--- src/rtl/glitch_sequencer.sv ---
// glitch_sequencer: arms on request, waits for a rising trigger edge, then
// emits a programmable train of glitch pulses (delay, width, gap, count) and
// signals completion with a one-cycle done pulse.
// Optional build macro GLITCH_SEQ_TRIG_SYNC_EN: routes trigger through a
// two-flop synchronizer before edge detection (adds 2 cycles of latency).
module glitch_sequencer #(
  parameter int CNT_W = 32,
  parameter int N_W   = 8
) (
  input  logic             clk,
  input  logic             rst,
  input  logic             cfg_valid,
  output logic             cfg_ready,
  input  logic [CNT_W-1:0] cfg_delay,
  input  logic [CNT_W-1:0] cfg_width,
  input  logic [CNT_W-1:0] cfg_gap,
  input  logic [N_W-1:0]   cfg_count,
  input  logic             arm,
  input  logic             abort,
  input  logic             trigger,
  output logic             glitch,
  output logic             armed,
  output logic             busy,
  output logic             done,
  output logic [N_W-1:0]   pulse_idx
);

  localparam logic [2:0] S_IDLE  = 3'd0;
  localparam logic [2:0] S_ARMED = 3'd1;
  localparam logic [2:0] S_DELAY = 3'd2;
  localparam logic [2:0] S_PULSE = 3'd3;
  localparam logic [2:0] S_GAP   = 3'd4;
  localparam logic [2:0] S_DONE  = 3'd5;

  localparam logic [CNT_W-1:0] CNT_ZERO = {CNT_W{1'b0}};
  localparam logic [CNT_W-1:0] CNT_ONE  = {{(CNT_W-1){1'b0}}, 1'b1};
  localparam logic [N_W-1:0]   N_ZERO   = {N_W{1'b0}};
  localparam logic [N_W-1:0]   N_ONE    = {{(N_W-1){1'b0}}, 1'b1};

  logic [2:0]       r_state;
  logic [2:0]       w_state_nxt;
  logic [CNT_W-1:0] r_delay;
  logic [CNT_W-1:0] r_width;
  logic [CNT_W-1:0] r_gap;
  logic [N_W-1:0]   r_count;
  logic [CNT_W-1:0] r_cnt;
  logic [CNT_W-1:0] w_cnt_nxt;
  logic [N_W-1:0]   r_pidx;
  logic [N_W-1:0]   w_pidx_nxt;
  logic             r_trig_prev;
  logic             w_trig;
  logic             w_edge;
  logic [CNT_W-1:0] w_width_m1;
  logic [N_W-1:0]   w_count_m1;
  logic             w_more;

  logic r_glitch;
  logic r_armed;
  logic r_busy;
  logic r_done;
  logic r_cfg_ready;

`ifdef GLITCH_SEQ_TRIG_SYNC_EN
  logic r_sync1;
  logic r_sync2;

  // Two-flop synchronizer for the asynchronous target trigger
  always_ff @(posedge clk) begin
    if (rst) begin
      r_sync1 <= 1'b0;
      r_sync2 <= 1'b0;
    end else begin
      r_sync1 <= trigger;
      r_sync2 <= r_sync1;
    end
  end

  assign w_trig = r_sync2;
`else
  assign w_trig = trigger;
`endif

  // Rising edge: high now, low on the previous sample (history tracked always)
  assign w_edge = w_trig & ~r_trig_prev;

  // Zero width still yields a one-cycle pulse; zero count still fires once
  assign w_width_m1 = (r_width == CNT_ZERO) ? CNT_ZERO : (r_width - CNT_ONE);
  assign w_count_m1 = (r_count == N_ZERO)   ? N_ZERO   : (r_count - N_ONE);
  assign w_more     = (r_pidx < w_count_m1);

  // Next-state, down-counter and pulse-index computation
  always_comb begin
    w_state_nxt = r_state;
    w_cnt_nxt   = r_cnt;
    w_pidx_nxt  = r_pidx;
    if ((r_state != S_IDLE) && abort) begin
      w_state_nxt = S_IDLE;
    end else begin
      case (r_state)
        S_IDLE: begin
          if (arm) begin
            w_state_nxt = S_ARMED;
            w_pidx_nxt  = N_ZERO;
          end else begin
            w_state_nxt = S_IDLE;
          end
        end
        S_ARMED: begin
          if (w_edge) begin
            if (r_delay == CNT_ZERO) begin
              w_state_nxt = S_PULSE;
              w_cnt_nxt   = w_width_m1;
            end else begin
              w_state_nxt = S_DELAY;
              w_cnt_nxt   = r_delay - CNT_ONE;
            end
          end else begin
            w_state_nxt = S_ARMED;
          end
        end
        S_DELAY: begin
          if (r_cnt == CNT_ZERO) begin
            w_state_nxt = S_PULSE;
            w_cnt_nxt   = w_width_m1;
          end else begin
            w_cnt_nxt   = r_cnt - CNT_ONE;
          end
        end
        S_PULSE: begin
          if (r_cnt == CNT_ZERO) begin
            if (!w_more) begin
              w_state_nxt = S_DONE;
            end else if (r_gap == CNT_ZERO) begin
              // Back-to-back pulse: glitch stays high without a dip
              w_state_nxt = S_PULSE;
              w_cnt_nxt   = w_width_m1;
              w_pidx_nxt  = r_pidx + N_ONE;
            end else begin
              w_state_nxt = S_GAP;
              w_cnt_nxt   = r_gap - CNT_ONE;
            end
          end else begin
            w_cnt_nxt = r_cnt - CNT_ONE;
          end
        end
        S_GAP: begin
          if (r_cnt == CNT_ZERO) begin
            w_state_nxt = S_PULSE;
            w_cnt_nxt   = w_width_m1;
            w_pidx_nxt  = r_pidx + N_ONE;
          end else begin
            w_cnt_nxt = r_cnt - CNT_ONE;
          end
        end
        S_DONE: begin
          w_state_nxt = S_IDLE;
        end
        default: begin
          w_state_nxt = S_IDLE;
        end
      endcase
    end
  end

  // State, config capture and registered outputs derived from the next state
  always_ff @(posedge clk) begin
    if (rst) begin
      r_state     <= S_IDLE;
      r_cnt       <= CNT_ZERO;
      r_pidx      <= N_ZERO;
      r_trig_prev <= 1'b0;
      r_delay     <= CNT_ZERO;
      r_width     <= CNT_ZERO;
      r_gap       <= CNT_ZERO;
      r_count     <= N_ZERO;
      r_glitch    <= 1'b0;
      r_armed     <= 1'b0;
      r_busy      <= 1'b0;
      r_done      <= 1'b0;
      r_cfg_ready <= 1'b1;
    end else begin
      r_state     <= w_state_nxt;
      r_cnt       <= w_cnt_nxt;
      r_pidx      <= w_pidx_nxt;
      r_trig_prev <= w_trig;
      if ((r_state == S_IDLE) && cfg_valid) begin
        r_delay <= cfg_delay;
        r_width <= cfg_width;
        r_gap   <= cfg_gap;
        r_count <= cfg_count;
      end else begin
        r_delay <= r_delay;
        r_width <= r_width;
        r_gap   <= r_gap;
        r_count <= r_count;
      end
      r_glitch    <= (w_state_nxt == S_PULSE);
      r_armed     <= (w_state_nxt == S_ARMED);
      r_busy      <= (w_state_nxt != S_IDLE);
      r_done      <= (w_state_nxt == S_DONE);
      r_cfg_ready <= (w_state_nxt == S_IDLE);
    end
  end

  assign glitch    = r_glitch;
  assign armed     = r_armed;
  assign busy      = r_busy;
  assign done      = r_done;
  assign cfg_ready = r_cfg_ready;
  assign pulse_idx = r_pidx;

endmodule

--- config.mk ---
export PLATFORM = sky130hd
export DESIGN_NAME = glitch_sequencer
export DESIGN_NICKNAME = d
export VERILOG_FILES = /design/src/rtl/glitch_sequencer.sv
export SDC_FILE = /design/constraint.sdc
export NUM_CORES = 1
export LEC_CHECK = 0
export ABC_AREA = 1
export ABC_CLOCK_PERIOD_IN_PS = 4000
export CAP_MARGIN = 20
export CORE_MARGIN = 1
export CORE_UTILIZATION = 52
export DETAILED_ROUTE_END_ITERATION = 8
export HOLD_SLACK_MARGIN = 0.06
export PLACE_DENSITY = 0.86
export SETUP_SLACK_MARGIN = 0.4
export SYNTH_ARGS = -nofsm -noshare
export SYNTH_HDL_FRONTEND = slang
export SYNTH_SLANG_ARGS = --single-unit
export TNS_END_PERCENT = 20
--- constraint.sdc ---
create_clock -name clk -period 4 [get_ports clk]
set_input_delay 0.8 -clock clk [delete_from_list [all_inputs] [get_ports clk]]
set_output_delay 0.8 -clock clk [all_outputs]
set_load 0.01 [all_outputs]
==> impl_metrics.env <==
export IMPL_drt_first_iter_violations=1250
export IMPL_cts_made_buffers=17
export IMPL_die_height_um=147
export IMPL_post_synth_top_area_cell="sky130_fd_sc_hd__dfxtp_1"
export IMPL_cts_setup_buffers=0
export IMPL_ys_top_cells_by_area="sky130_fd_sc_hd__dfxtp_1 28%, sky130_fd_sc_hd__nand2_1 12%, sky130_fd_sc_hd__nor2_1 10%"
export IMPL_pin_count=123
export IMPL_routed_length_on_met1_um=15100
export IMPL_timing_critical_path_from_type="flop"
export IMPL_max_cap_violations=0
export IMPL_fp_dieW_um=147
export IMPL_synthesis_nets=1880
export IMPL_worst_slew_margin_rel_pct=50.0
export IMPL_post_synth_top_count_cell="sky130_fd_sc_hd__nand2_1"
export IMPL_total_length_of_routed_wires_um=35300
export IMPL_grt_pass1_vias=11100
export IMPL_ys_dominant_reg_cell="sky130_fd_sc_hd__dfxtp_1"
export IMPL_drtPass1Iterations=6
export IMPL_synth_top_cells_by_count="361 x sky130_fd_sc_hd__nand2_1, 297 x sky130_fd_sc_hd__nor2_1, 180 x sky130_fd_sc_hd__inv_1, 153 x sky130_fd_sc_hd__dfxtp_1, 146 x sky130_fd_sc_hd__o21ai_0"
export IMPL_power_density_nw_per_um2=435
export IMPL_antenna_left=0
export IMPL_post_route_drc_count=0
export IMPL_critPathMaxFanout=37
export IMPL_hold_path_class="reg -> reg"
export IMPL_max_freq_mhz=325
export IMPL_timing_critical_path_cells="nor2_1 -> nand2_1 -> inv_1 -> nand3_1 -> nand3_1 -> ha_1 -> a21oi_1 -> nor2_1 -> a211oi_1 -> nand2_1 -> nand3_4 -> nand2_4 -> inv_4 -> nand2_1 -> nor2_1 -> nor2_1"
export IMPL_max_vdd_ir_drop_uv=313
export IMPL_synth_sequential_area_ratio_pct=28.2
export IMPL_place_inst=2096
export IMPL_met2WireLength_um=15700
export IMPL_avg_inst_size_synth_um2=6.19
export IMPL_post_cts_resize_count=0
export IMPL_criticalPathCategory="reg -> reg"
export IMPL_num_vias=12000
export IMPL_rr_startpoint="r_count[2]$_SDFFE_PP0P_"
export IMPL_setup_reg_to_reg_worst_slack_ns=0.92
export IMPL_grt_overflow_total=0
export IMPL_source_to_sink_clock_delay_at_the_later_pin_of_the_worst_skew_pair_ns=0.44
export IMPL_drt_wirelength_per_cell_um=16.6
export IMPL_met3_wirelength_um=3250
export IMPL_synthToLayoutAreaGrowth_pct=18.4
export IMPL_critPathBufInv=2
export IMPL_critical_path_top_delay_family="simple AND/OR/NAND/NOR gates"
export IMPL_cts_htree_levels=4
export IMPL_yosysWarningCount=0
export IMPL_top_layer="met4"
export IMPL_dp_hpwl_um=27500
export IMPL_die_area_um2=21500
export IMPL_grt_antenna_before_repair=0
export IMPL_critical_path_max_stage_delay_ns=0.36
export IMPL_holdBufCountCts=0
export IMPL_status="complete, no violations"
export IMPL_syn_inst=1757
export IMPL_clk_root_buffer_cell="sky130_fd_sc_hd__clkbuf_16"
export IMPL_crit_top_cell="sky130_fd_sc_hd__nor2_1"
export IMPL_setup_violations_final=0
export IMPL_fin_skew_ns=0.00761
export IMPL_cell_at_the_slowest_stage_of_the_critical_path="sky130_fd_sc_hd__inv_4"
export IMPL_worstPathArrival_ns=3.41
export IMPL_design_final_nets=1968
export IMPL_endpoint_kind="flop"
export IMPL_post_synth_num_cell_types=46
export IMPL_cp_data_required_time_ns=4.33
export IMPL_grt_start_max_net_pins=117
export IMPL_hold_path_depth=2
export IMPL_first_pass_grt_wire_length_um=56500
export IMPL_reg2reg_depth=16
export IMPL_layout_drive_gt1_share_pct=7.11
export IMPL_grt_use_total_pct=33.3
export IMPL_clock_path_buffers=2
export IMPL_worst_hold_path_endpoint="r_count[7]$_SDFFE_PP0P_"
export IMPL_post_synth_instance_area_um2=10900
export IMPL_tritoncts="done"
export IMPL_floorplan_initialDensity_pct=53.4
export IMPL_finalMaxSlewViolations=0
export IMPL_gp_congestion=1.05
export IMPL_worst_pin_slew_ns=0.749
export IMPL_core_um2=20400
export IMPL_num_rows=52
export IMPL_clkTransAtPathRegs_ns=0.07
export IMPL_via_per_inst=5.63
export IMPL_yosysTopAreaCellShare_pct=28.2
export IMPL_final_instance_count_excl_fill=2128
export IMPL_grt_setup_unrepaired="no"
export IMPL_rr_endpoint="r_cnt[22]$_SDFFE_PP0P_"
export IMPL_hold_viol=0
export IMPL_timing_setup_tns_ns=0
export IMPL_final_min_period_over_clock_period_pct=77.0
export IMPL_timing_hold_worst_start="r_count[7]$_SDFFE_PP0P_"
export IMPL_fin_crit_ns=3.08
export IMPL_clock_sinks=153
export IMPL_p_leak_nw=5.56
export IMPL_synth_seq_cells=153
export IMPL_synth_async_sr_flop_share_pct=0
export IMPL_port_buffers=122
export IMPL_synth_edff_count=0
## placed cells by master (no fill, tap or decap), types with 8 or more instances in the layout
cell type	Yosys	layout
sky130_fd_sc_hd__nand2_2	8	8
sky130_fd_sc_hd__clkbuf_16	0	17
sky130_fd_sc_hd__nor2_4	10	10
sky130_fd_sc_hd__nor2_1	297	297
sky130_fd_sc_hd__nor3_1	8	8
sky130_fd_sc_hd__nand3_1	131	130
sky130_fd_sc_hd__clkdlybuf4s50_1	0	122
sky130_fd_sc_hd__inv_1	180	179
sky130_fd_sc_hd__o21ai_0	146	146
sky130_fd_sc_hd__xor2_1	74	74
sky130_fd_sc_hd__dfxtp_1	153	153
sky130_fd_sc_hd__a21oi_1	142	142
sky130_fd_sc_hd__nand3_2	8	8
sky130_fd_sc_hd__o211ai_1	10	10
sky130_fd_sc_hd__ha_1	13	13
sky130_fd_sc_hd__nand2_1	361	361
sky130_fd_sc_hd__nor2_2	24	24
sky130_fd_sc_hd__inv_2	9	10
sky130_fd_sc_hd__o21ai_1	42	42
sky130_fd_sc_hd__nand4_1	20	20
## worst reg2reg max path, cell delays in order (launching register included)
cell and delay (ns):
sky130_fd_sc_hd__dfxtp_1 0.34, sky130_fd_sc_hd__nor2_1 0.21, sky130_fd_sc_hd__nand2_1 0.12, sky130_fd_sc_hd__inv_1 0.09, sky130_fd_sc_hd__nand3_1 0.19, sky130_fd_sc_hd__nand3_1 0.17
sky130_fd_sc_hd__ha_1 0.25, sky130_fd_sc_hd__a21oi_1 0.13, sky130_fd_sc_hd__nor2_1 0.05, sky130_fd_sc_hd__a211oi_1 0.17, sky130_fd_sc_hd__nand2_1 0.21, sky130_fd_sc_hd__nand3_4 0.13
sky130_fd_sc_hd__nand2_4 0.18, sky130_fd_sc_hd__inv_4 0.37, sky130_fd_sc_hd__nand2_1 0.12, sky130_fd_sc_hd__nor2_1 0.18, sky130_fd_sc_hd__nor2_1 0.07
## routing by layer
metal	GRT usage, %	vias up
met1	43.9	5442
li1	-	5873
met4	14.3	0
met5	0	-
met3	6.94	95
met2	52.5	571
## cells by family (layout without fill, tap and decap cells)
logic type / Yosys count / count (layout) / synth area share (%)
other: 0 / 1 / 0
buffers and inverters: 254 / 354 / 9.70
AOI/OAI and AO/OA: 368 / 368 / 18.1
DFF: 153 / 153 / 28.2
adders and majority gates: 13 / 13 / 1.50
and+or+nand+nor: 888 / 888 / 36.0
xor gates and xnor gates: 81 / 81 / 6.53
## power by group
group / switching, mW / total (mW) / internal, mW
registers: 0.151 / 1.82 / 1.67
logic: 1.28 / 1.92 / 0.646
clock network: 0.707 / 1.86 / 1.15
total: 2.13 / 5.60 / 3.46
## worst max path at each step
stage / from / endpoint / slack (ns) / cells after the start
final: r_count[2]$_SDFFE_PP0P_ / r_cnt[22]$_SDFFE_PP0P_ / 0.92 / 16
after global placement: r_count[2]$_SDFFE_PP0P_ / r_cnt[18]$_SDFFE_PP0P_ / 1.19 / 18
after CTS: r_count[0]$_SDFFE_PP0P_ / r_cnt[22]$_SDFFE_PP0P_ / 0.95 / 15
after detailed placement: r_count[0]$_SDFFE_PP0P_ / r_cnt[18]$_SDFFE_PP0P_ / 1.07 / 15
after global routing: r_count[2]$_SDFFE_PP0P_ / r_cnt[22]$_SDFFE_PP0P_ / 0.71 / 16
after floorplan: r_count[2]$_SDFFE_PP0P_ / r_cnt[27]$_SDFFE_PP0P_ / 1.67 / 19
## cell type report
type                    count  area [µm²]
fillers                  1846        7500
repair buffers            129        1300
multi-input cells        1350        6760
inverters                 194         737
clock buffers              19         453
flip-flops and latches    153        3060
clock inverters            12         211
well taps                 270         338
diodes                      1        2.50
## state kept, by name, indices dropped and copies added (netlist names), 3 cells and up
register and flops:
pulse_idx 8, r_cnt 32, r_width 32, r_gap 32, r_count 8, r_state 3
r_delay 32
## stage by stage
stage	hold WS (ns)	utilization [%]	instance area, µm²	setup WS, ns	total power [mW]
floorplan	0.448	-	10900	1.67	3.15
global placement	0.463	59.9	12200	1.19	3.66
detailed placement	0.481	59.9	12200	1.07	3.70
CTS	0.491	63.2	12900	0.951	5.54
global route	0.511	63.2	12900	0.709	5.87
finish	0.495	63.2	12900	0.920	5.60
Power figures use the tool's default switching activity.
